<file path="src/rtl/uart_pkg.sv">
// Shared types and constant helpers for the 8N1 UART byte receiver.
// The optional parity stage is enabled by defining UART_BYTE_RX_PARITY_EN.
package uart_pkg;

    typedef enum logic [2:0] {
        IDLE,
        START,
        DATA,
        PARITY,
        STOP,
        BREAK
    } rx_state_t;

    // Clocks per oversampling tick, truncated toward zero.
    function automatic int calc_div(input int clk_freq, input int baud, input int oversample);
        return clk_freq / (baud * oversample);
    endfunction

    // MID_SAMPLE: the sample index at the centre of a bit.
    function automatic int mid_sample(input int oversample);
        return oversample / 2;
    endfunction

endpackage

</file>
<file path="src/rtl/uart_baud_tick.sv">
// Oversampling tick generator: one-cycle pulse every DIV clocks.
// A synchronous restart realigns the phase to the detected start edge.
module uart_baud_tick #(
    parameter int DIV = 54
) (
    input  logic clk,
    input  logic rst,
    input  logic restart,
    output logic tick
);

    localparam int CW = (DIV > 1) ? $clog2(DIV) : 1;

    logic [CW-1:0] cnt;

    assign tick = (cnt == CW'(DIV - 1));

    always_ff @(posedge clk or posedge rst) begin
        if (rst) begin
            cnt <= '0;
        end else if (restart || tick) begin
            cnt <= '0;
        end else begin
            cnt <= cnt + 1'b1;
        end
    end

endmodule

</file>
<file path="src/rtl/uart_byte_rx.sv">
// 8N1 UART receiver: 2-FF sync, 16x oversampling, 3-sample majority vote per bit.
// Define UART_BYTE_RX_PARITY_EN to insert an even-parity bit between data and stop.
module uart_byte_rx
    import uart_pkg::*;
#(
    parameter int CLK_FREQ   = 100_000_000,
    parameter int BAUD       = 115200,
    parameter int OVERSAMPLE = 16
) (
    input  logic       clk,
    input  logic       rst,
    input  logic       rxd,
    output logic [7:0] rx_data,
    output logic       rx_valid,
    output logic       frame_err,
    output logic       busy
);

    localparam int DIV = calc_div(CLK_FREQ, BAUD, OVERSAMPLE);
    localparam int MID = mid_sample(OVERSAMPLE);
    localparam int SCW = $clog2(OVERSAMPLE);

    localparam logic [SCW-1:0] SC_EARLY = SCW'(MID - 1);
    localparam logic [SCW-1:0] SC_MID   = SCW'(MID);
    localparam logic [SCW-1:0] SC_LATE  = SCW'(MID + 1);
    localparam logic [SCW-1:0] SC_LAST  = SCW'(OVERSAMPLE - 1);

    rx_state_t      state, state_nxt;
    logic           sync1, rxs;
    logic           tick, restart;
    logic [SCW-1:0] sc, sc_nxt;
    logic [2:0]     bc;
    logic [7:0]     shreg;
    logic           s_early, s_mid, vote;
    logic           hit_early, hit_mid, hit_late, wrap;
    logic           load_byte, err_pulse;
    logic           par_bad;

    uart_baud_tick #(.DIV(DIV)) u_tick (
        .clk     (clk),
        .rst     (rst),
        .restart (restart),
        .tick    (tick)
    );

    always_ff @(posedge clk or posedge rst) begin
        if (rst) begin
            sync1 <= 1'b1;
            rxs   <= 1'b1;
        end else begin
            sync1 <= rxd;
            rxs   <= sync1;
        end
    end

    // Decisions look at the sample index the current tick lands on.
    assign sc_nxt    = (sc == SC_LAST) ? '0 : sc + 1'b1;
    assign hit_early = tick && (sc_nxt == SC_EARLY);
    assign hit_mid   = tick && (sc_nxt == SC_MID);
    assign hit_late  = tick && (sc_nxt == SC_LATE);
    assign wrap      = tick && (sc_nxt == '0);
    assign vote      = (s_early & s_mid) | (s_early & rxs) | (s_mid & rxs);
    assign busy      = (state != IDLE);

    always_ff @(posedge clk or posedge rst) begin
        if (rst) begin
            state <= IDLE;
        end else begin
            state <= state_nxt;
        end
    end

    always_comb begin
        state_nxt = state;
        restart   = 1'b0;
        load_byte = 1'b0;
        err_pulse = 1'b0;
        case (state)
            IDLE: begin
                if (!rxs) begin
                    state_nxt = START;
                    restart   = 1'b1;
                end
            end
            START: begin
                if (hit_late && vote) begin
                    state_nxt = IDLE;
                end else if (wrap) begin
                    state_nxt = DATA;
                end
            end
            DATA: begin
                if (wrap && bc == 3'd7) begin
`ifdef UART_BYTE_RX_PARITY_EN
                    state_nxt = PARITY;
`else
                    state_nxt = STOP;
`endif
                end
            end
`ifdef UART_BYTE_RX_PARITY_EN
            PARITY: begin
                if (wrap) begin
                    state_nxt = STOP;
                end
            end
`endif
            // A good stop bit returns to IDLE at once so back-to-back frames are caught.
            STOP: begin
                if (hit_late) begin
                    if (vote) begin
                        state_nxt = IDLE;
                        load_byte = !par_bad;
                        err_pulse = par_bad;
                    end else begin
                        state_nxt = BREAK;
                        err_pulse = 1'b1;
                    end
                end
            end
            BREAK: begin
                if (rxs && wrap) begin
                    state_nxt = IDLE;
                end
            end
            default: state_nxt = IDLE;
        endcase
    end

    always_ff @(posedge clk or posedge rst) begin
        if (rst) begin
            sc        <= '0;
            bc        <= '0;
            shreg     <= '0;
            s_early   <= 1'b1;
            s_mid     <= 1'b1;
            rx_data   <= '0;
            rx_valid  <= 1'b0;
            frame_err <= 1'b0;
        end else begin
            rx_valid  <= load_byte;
            frame_err <= err_pulse;
            if (load_byte) begin
                rx_data <= shreg;
            end
            // In BREAK, sc counts consecutive high ticks and restarts on any low sample.
            if (restart || (state != BREAK && state_nxt == BREAK) || (state == BREAK && !rxs)) begin
                sc <= '0;
            end else if (tick) begin
                sc <= sc_nxt;
            end
            if (hit_early) begin
                s_early <= rxs;
            end
            if (hit_mid) begin
                s_mid <= rxs;
            end
            if (state == START && wrap) begin
                bc <= '0;
            end else if (state == DATA && wrap) begin
                bc <= bc + 3'd1;
            end
            if (state == DATA && hit_late) begin
                shreg <= {vote, shreg[7:1]};
            end
        end
    end

`ifdef UART_BYTE_RX_PARITY_EN
    always_ff @(posedge clk or posedge rst) begin
        if (rst) begin
            par_bad <= 1'b0;
        end else if (restart) begin
            par_bad <= 1'b0;
        end else if (state == PARITY && hit_late) begin
            par_bad <= vote ^ (^shreg);
        end
    end
`else
    assign par_bad = 1'b0;
`endif

endmodule

</file>
<file path="config.mk">
export PLATFORM = sky130hd
export DESIGN_NAME = uart_byte_rx
export DESIGN_NICKNAME = d
export VERILOG_FILES = /design/src/rtl/uart_pkg.sv /design/src/rtl/uart_baud_tick.sv /design/src/rtl/uart_byte_rx.sv
export SDC_FILE = /design/constraint.sdc
export NUM_CORES = 1
export LEC_CHECK = 0
export ABC_AREA = 1
export CAP_MARGIN = 20
export CORE_MARGIN = 2
export CORE_UTILIZATION = 52
export CTS_CLUSTER_SIZE = 24
export DETAILED_ROUTE_END_ITERATION = 12
export GPL_TIMING_DRIVEN = 0
export PLACE_DENSITY = 0.75
export SYNTH_ARGS = -nofsm -noshare
export SYNTH_HDL_FRONTEND = slang
export SYNTH_SLANG_ARGS = --single-unit
</file>
<file path="constraint.sdc">
create_clock -name clk -period 1.6 [get_ports clk]
set_clock_uncertainty 0.1 [all_clocks]
set_input_delay 0.32 -clock clk [delete_from_list [all_inputs] [get_ports clk]]
set_output_delay 0.32 -clock clk [all_outputs]
set_load 0.03 [all_outputs]
</file>
==> Word level (Yosys, flattened, before mapping) <==
Cells that the tools add are included.
{ "totals": {"ramBits": 0, "in_bits": 3, "rom_bits": 0, "elab_cells": 75, "latch_bits": 0, "output_inout_bits": 11, "mem_count": 0, "reg_bits": 38} }
{ "classes": {"n_reduce_logical": 21, "n_lt_le_gt_ge": 0, "multipliers": 0, "eq_ne": 12, "div_mod_pow": 0, "add_sub_neg": 3, "mux": 22, "shift": 0, "n_bitwise": 5} }
{ "ops": {"columns": ["cell", "count"], "rows": [
  ["3-bit 2-to-1 mux", 9],
  ["3-bit case mux with 5 select lines", 1],
  ["3-bit equality test (second input constant)", 4],
  ["4-bit equality test (second input constant)", 3],
  ["1-bit logical AND", 12],
  ["4-bit 2-to-1 mux", 3],
  ["1-bit 2-to-1 mux", 8],
  ["6-bit by 1-bit adder with 6-bit output (second input constant)", 1],
  ["6-bit equality test (second input constant)", 1],
  ["6-bit 2-to-1 mux", 1],
  ["4-bit by 1-bit adder with 4-bit output (second input constant)", 1],
  ["4-bit by 3-bit equality test with 1-bit output (second input constant)", 1],
  ["4-bit logical NOT", 1],
  ["2-bit nonzero test", 2],
  ["3-bit by 1-bit adder with 3-bit output (second input constant)", 1],
  ["1-bit bitwise AND", 3],
  ["3-bit by 1-bit equality test with 1-bit output (second input constant)", 1],
  ["3-bit by 2-bit equality test with 1-bit output (second input constant)", 1],
  ["3-bit logical NOT", 1],
  ["1-bit logical OR", 3],
  ["3-bit inequality test (second input constant)", 1],
  ["3-bit nonzero test", 1],
  ["1-bit OR", 2],
  ["1-bit logical NOT", 1]
]} }

==> Longest topological paths before layout <==
{ "logic_depth": {"depth_word": 12, "mapped_depth": 12} }

==> By module <==
A second synthesis with hierarchy kept.
{ "hier_totals": {"cells_unflattened": 211, "area_unflattened_um2": 1875.5} }
{ "by_module_without_submodules": {"columns": ["module", "cells_each", "seq_area_each_um2", "area_each_um2", "instances"], "rows": [
  ["uart_byte_rx", 179, 805.8, 1566.5, 1],
  ["uart_baud_tick", 32, 150.1, 309.0, 1]
]} }

==> Worst setup path after synthesis <==
OpenSTA, ideal clock, no wires.
{ "synth_timing": {"kind": "register to register", "from": "register sc[0]", "to": "register shreg[1]", "setup_ns": 0.117, "period_less_slack_ns": 1.704, "path_slack_ns": -0.104, "arrival_time_ns": 1.486, "stages_incl_launch_ff": 11, "path_cell_list": "dfrtp_1 ha_1 nand2_2 inv_2 nand2_2 nand3_4 nor2_4 nand3_4 buf_6 nand2_1 o21ai_2"} }
{ "synth_via": {"elab_chain_cells": 5, "word_cells_on_any_way": 6} }
{ "synth_rtl": {"columns": ["element", "line_no", "text"], "rows": [
  ["start, declared", "uart_byte_rx.sv:31", "logic [SCW-1:0] sc, sc_nxt;"],
  ["start signal, assigned", "uart_byte_rx.sv:150", "sc <= sc_nxt;"],
  ["4-bit by 1-bit adder with 4-bit output or 4-bit equality test (tied branches)", "uart_byte_rx.sv:57", "assign sc_nxt = (sc == SC_LAST) ? '0 : sc + 1'b1;"],
  ["4-bit 2-to-1 mux *", "uart_byte_rx.sv:57", null],
  ["4-bit equality test *", "uart_byte_rx.sv:60", "assign hit_late = tick && (sc_nxt == SC_LATE);"],
  ["1-bit logical AND *", "uart_byte_rx.sv:60", null],
  ["1-bit logical AND *", "uart_byte_rx.sv:163", "if (state == DATA && hit_late) begin"],
  ["end signal, assigned", "uart_byte_rx.sv:164", "shreg <= {vote, shreg[7:1]};"],
  ["end, declared", "uart_byte_rx.sv:33", "logic [7:0] shreg;"]
]} }
Every way passes the cells marked *; elsewhere a longest branch is shown, timed or not.
A chain may end at the register's enable or synchronous reset.

==> Final worst setup path <==
{ "layout_timing": {"from": "register sc[1]", "to": "register shreg[0]"} }
Same word-level chain as after synthesis.

==> run summary <==
## Run status
- finished, violations left — status
- negative setup slack — failing checks

## Die
- 3720 um2 — core area
- 54.7% — effective utilization at floorplan
- 22 — Placement Rows
- 66.5 um — Vert. Die Dim
- 66.5 um — die width
- 14 — top-level I/O count
- 4430 um2 — Die Footprint

## Layout
- 37.3% — layout cell share with drive strength beyond 1
- 33.2% — Area Growth Syn to Fin
- 289 — Net count, final
- 266 — fillers
- 72.9% — fin util
- 0 — Inserted Diodes

## Synth
- 29 — number of distinct library cell variants in the gate-level netlist after synthesis
- 38 — count of state elements after synthesis
- 47.0% — sequential share of the synthesized area
- 248 — net count after synthesis
- 41.8% — Yosys top cell area share
- sky130_fd_sc_hd__dfrtp_1 — top cell type by total area after synthesis
- sky130_fd_sc_hd__dfrtp_1 (42%), sky130_fd_sc_hd__nand2_1 (9.0%), sky130_fd_sc_hd__inv_1 (7.6%), sky130_fd_sc_hd__nand3_1 (5.7%), sky130_fd_sc_hd__dfstp_2 (5.2%) — top area cells in the synthesized netlist
- 8.58 um2 — synthesized area per cell
- 2030 um2 — synthesized area
- 237 — synthesized instance count
- 0 — total of warnings raised by yosys

## Pwr
- 0.714 mV — highest ir drop seen on vdd
- 619 nW/um2 — pwr dens
- 0.00135 uW — Leakage Power

## Detailed routing
- 4400 um — post-detailed-routing wire length
- 13.5 um — average wire per cell in the routed design
- 91 — starting DRC count in detailed routing
- 0 — DRC errors left
- 4 — length of the first detailed-routing pass in iterations
- 0 — Post-DRT Antenna Nets
- 5.03 — post-detailed-route via-to-cell ratio
- 1644 — number of vias in the routed layout

## Timing
- 0 — number of pins exceeding their max-slew limit in the final report
- 1700 ps — shortest period the worst path allows
- yes — setup repair after global routing missed its margin
- 588 MHz — Highest Clock Rate
- 256 ps — final worst hold slack
- -102 ps — least setup slack across all paths after layout
- 106% — Final Cycle Share
- 47.4% — Worst slew margin
- 27 — Final setup viols
- 0 — Hold Violations, Final
- 788 ps — transition time of the tightest slew-check pin

## Clocking
- built — clock tree from TritonCTS
- 2 — largest buffer count on any clock path
- 0 — hold buffer count at CTS
- 70 ps — clock slew at reported path FFs
- 38 — Sinks on Clock Net
- 300 ps — clk_lat worst skew
- sky130_fd_sc_hd__clkbuf_8 — buffer type at the clock tree root
- 5 — TritonCTS Buffers
- 2 — number of H-tree levels

## Critical path
- 9 — number of cells traversed by the worst register-to-register path
- ha_4 -> inv_2 -> nand2_4 -> a21oi_4 -> buf_6 -> nand3_4 -> buf_8 -> nand2_2 -> o21ai_2 — sequence of cells on the critical path
- sc[1] — start of the worst register-to-register path
- 5 — Worst Path Max Fanout
- sc[1] — timing startpoint of the critical path
- reg2reg — class of the most critical setup path
- 440 ps — stage delay of the slowest cell on the critical path
- -100 ps — Reg2Reg Setup Slack
- 1790 ps — Critical Path AT
- flop — Worst setup SP type
- shreg[0] — worst flop-to-flop path endpoint
- flop — endpoint kind of the worst setup timing path
- 1690 ps — Data required, critical path
- sky130_fd_sc_hd__dfrtp_2 — standard cell with the maximum stage delay on the critical path

## Placement
- 2520 um — post-detailed-placement half-perimeter wirelength
- 0.776 — weighted congestion reported at the end of routability-driven placement
- -214 ps — worst slack at placement
- 13 — Port Buf Inserts

## Run
- 0 — maximum capacitance violations

## GRT
- 7020 um — first-pass GRT wire length
- 0 — antenna violations before repair
- 39 — maximum number of pins on one net before global-route repair
- 21.7% — overall routing resource usage
- 0 — overall overflow remaining after global route
- 1519 — via count of the first global-routing pass

## Hold path
- sync1 — startpoint of the worst hold path
- rxs — endpoint of the worst hold path
- 0 — depth of the worst hold-timing path
- reg2reg — class of the tightest hold or removal check

==> area by class of cell <==
cell class / count / area, um2 / share of cell area (%)
Buffer: 2 / 26.3 / 0.970
Clock buffer: 8 / 90.1 / 3.33
Inverter: 47 / 186 / 6.88
Multi-Input combinational cell: 150 / 1070 / 39.6
Sequential cell: 38 / 961 / 35.5
Tap cell: 48 / 60.1 / 2.22
Timing Repair Buffer: 34 / 313 / 11.5
==> flip-flops by register name, indices dropped and copies added (netlist names) <==
signal / flops
bc: 3
rx_data: 8
rxs: 1
s_early: 1
u_tick.cnt: 6
shreg: 8
sync1: 1
rx_valid: 1
s_mid: 1
state: 3
frame_err: 1
sc: 4
==> kinds of logic (layout without fill, tap and decap cells) <==
family,count (synthesis),count (layout),share of synthesized area (%)
buffers and inverters,49,91,9.85
adders and majority gates,8,8,4.92
xor gates and xnor gates,1,1,0.431
and+or+nand+nor,112,112,27.4
AOI/OAI and AO/OA,29,29,10.4
DFF,38,38,47.0
==> cell usage in the layout (no fill, tap or decap), types with 3 or more instances in the layout <==
cell / count
sky130_fd_sc_hd__clkbuf_8: 6
sky130_fd_sc_hd__dlygate4sd2_1: 10
sky130_fd_sc_hd__nor2_1: 13
sky130_fd_sc_hd__nand2_4: 5
sky130_fd_sc_hd__o21bai_1: 8
sky130_fd_sc_hd__nor2_2: 3
sky130_fd_sc_hd__ha_1: 6
sky130_fd_sc_hd__nand3_4: 3
sky130_fd_sc_hd__inv_2: 9
sky130_fd_sc_hd__nand3_2: 7
sky130_fd_sc_hd__nor2_4: 5
sky130_fd_sc_hd__nand2_1: 33
sky130_fd_sc_hd__buf_6: 7
sky130_fd_sc_hd__dfstp_2: 4
sky130_fd_sc_hd__o21ai_2: 9
sky130_fd_sc_hd__nand2_2: 16
sky130_fd_sc_hd__buf_4: 14
sky130_fd_sc_hd__dfrtp_1: 30
sky130_fd_sc_hd__nand3_1: 17
sky130_fd_sc_hd__a21oi_1: 4
sky130_fd_sc_hd__inv_1: 36
sky130_fd_sc_hd__dfrtp_2: 4
==> timing repair <==
action,CTS,global route
gates cloned,2,0
resized for setup,51,28
hold endpoints to repair,0,0
pin swaps,8,20
setup endpoints to repair,39,36
setup buffers,12,7
==> routing by layer <==
metal / track usage (%) / vias to the layer above / wire length [um]
met4: 9.18 / 0 / 92
met5: 0 / - / 0
met3: 5.07 / 8 / 105
li1: - / 832 / -
met1: 27.8 / 779 / 2000
met2: 35.1 / 25 / 2200
==> how the worst max path moves through the flow <==
| stage | endpoint | slack, ps | depth (start not counted) |
|---|---|---|---|
| floorplan | shreg[1] | -50 | 10 |
| detailed placement | shreg[0] | -210 | 10 |
| CTS | rx_data[7] | -120 | 8 |
| finish | shreg[0] | -100 | 9 |
| global placement | rx_valid | -510 | 2 |
| global route | rx_data[2] | -190 | 8 |
==> cell usage after synthesis, drive strengths merged <==
library cell  instances
nand2                55
inv                  46
dfrtp                34
nand3                27
nor2                 21
o21ai                13
ha                    8
o21bai                8
a21oi                 6
dfstp                 4
nand4                 3
buf                   2
nand3b                2
nor3b                 2
a21boi                1
clkinv                1
nor3                  1
nor4                  1
o21a                  1
xor2                  1
==> report_power, final <==
group          switching (uW)  total [uW]  internal [uW]  leakage [uW]
logic                    21.8        26.8           5.03      0.000814
registers                1.69         967            965      0.000495
clock network             331         682            351     0.0000455
total                     354        1680           1320       0.00135
==> metrics by stage <==
| stage | std cells | TNS [ps] | cell area (um2) | total power, uW |
|---|---|---|---|---|
| after CTS | 320 | -1660 | 2570 | 1700 |
| after global routing | 327 | -3640 | 2710 | 1740 |
| after global placement | 298 | -22160 | 2240 | 1010 |
| final | 327 | -1730 | 2710 | 1680 |
| after floorplan | 237 | -320 | 2050 | 1000 |
| after detailed placement | 298 | -4150 | 2240 | 1010 |
==> worst max-delay path, delay by kind of cell, from the launching register on <==
kind                     cells  cell delay (ps)
AO/OA/AOI/OAI                2              280
adder cells (fa/ha/maj)      1              180
buffers and inverters        3              360
flip-flops                   1              440
AND/OR/NAND/NOR              3              230
Note: power is estimated with default switching activity, not from simulation.
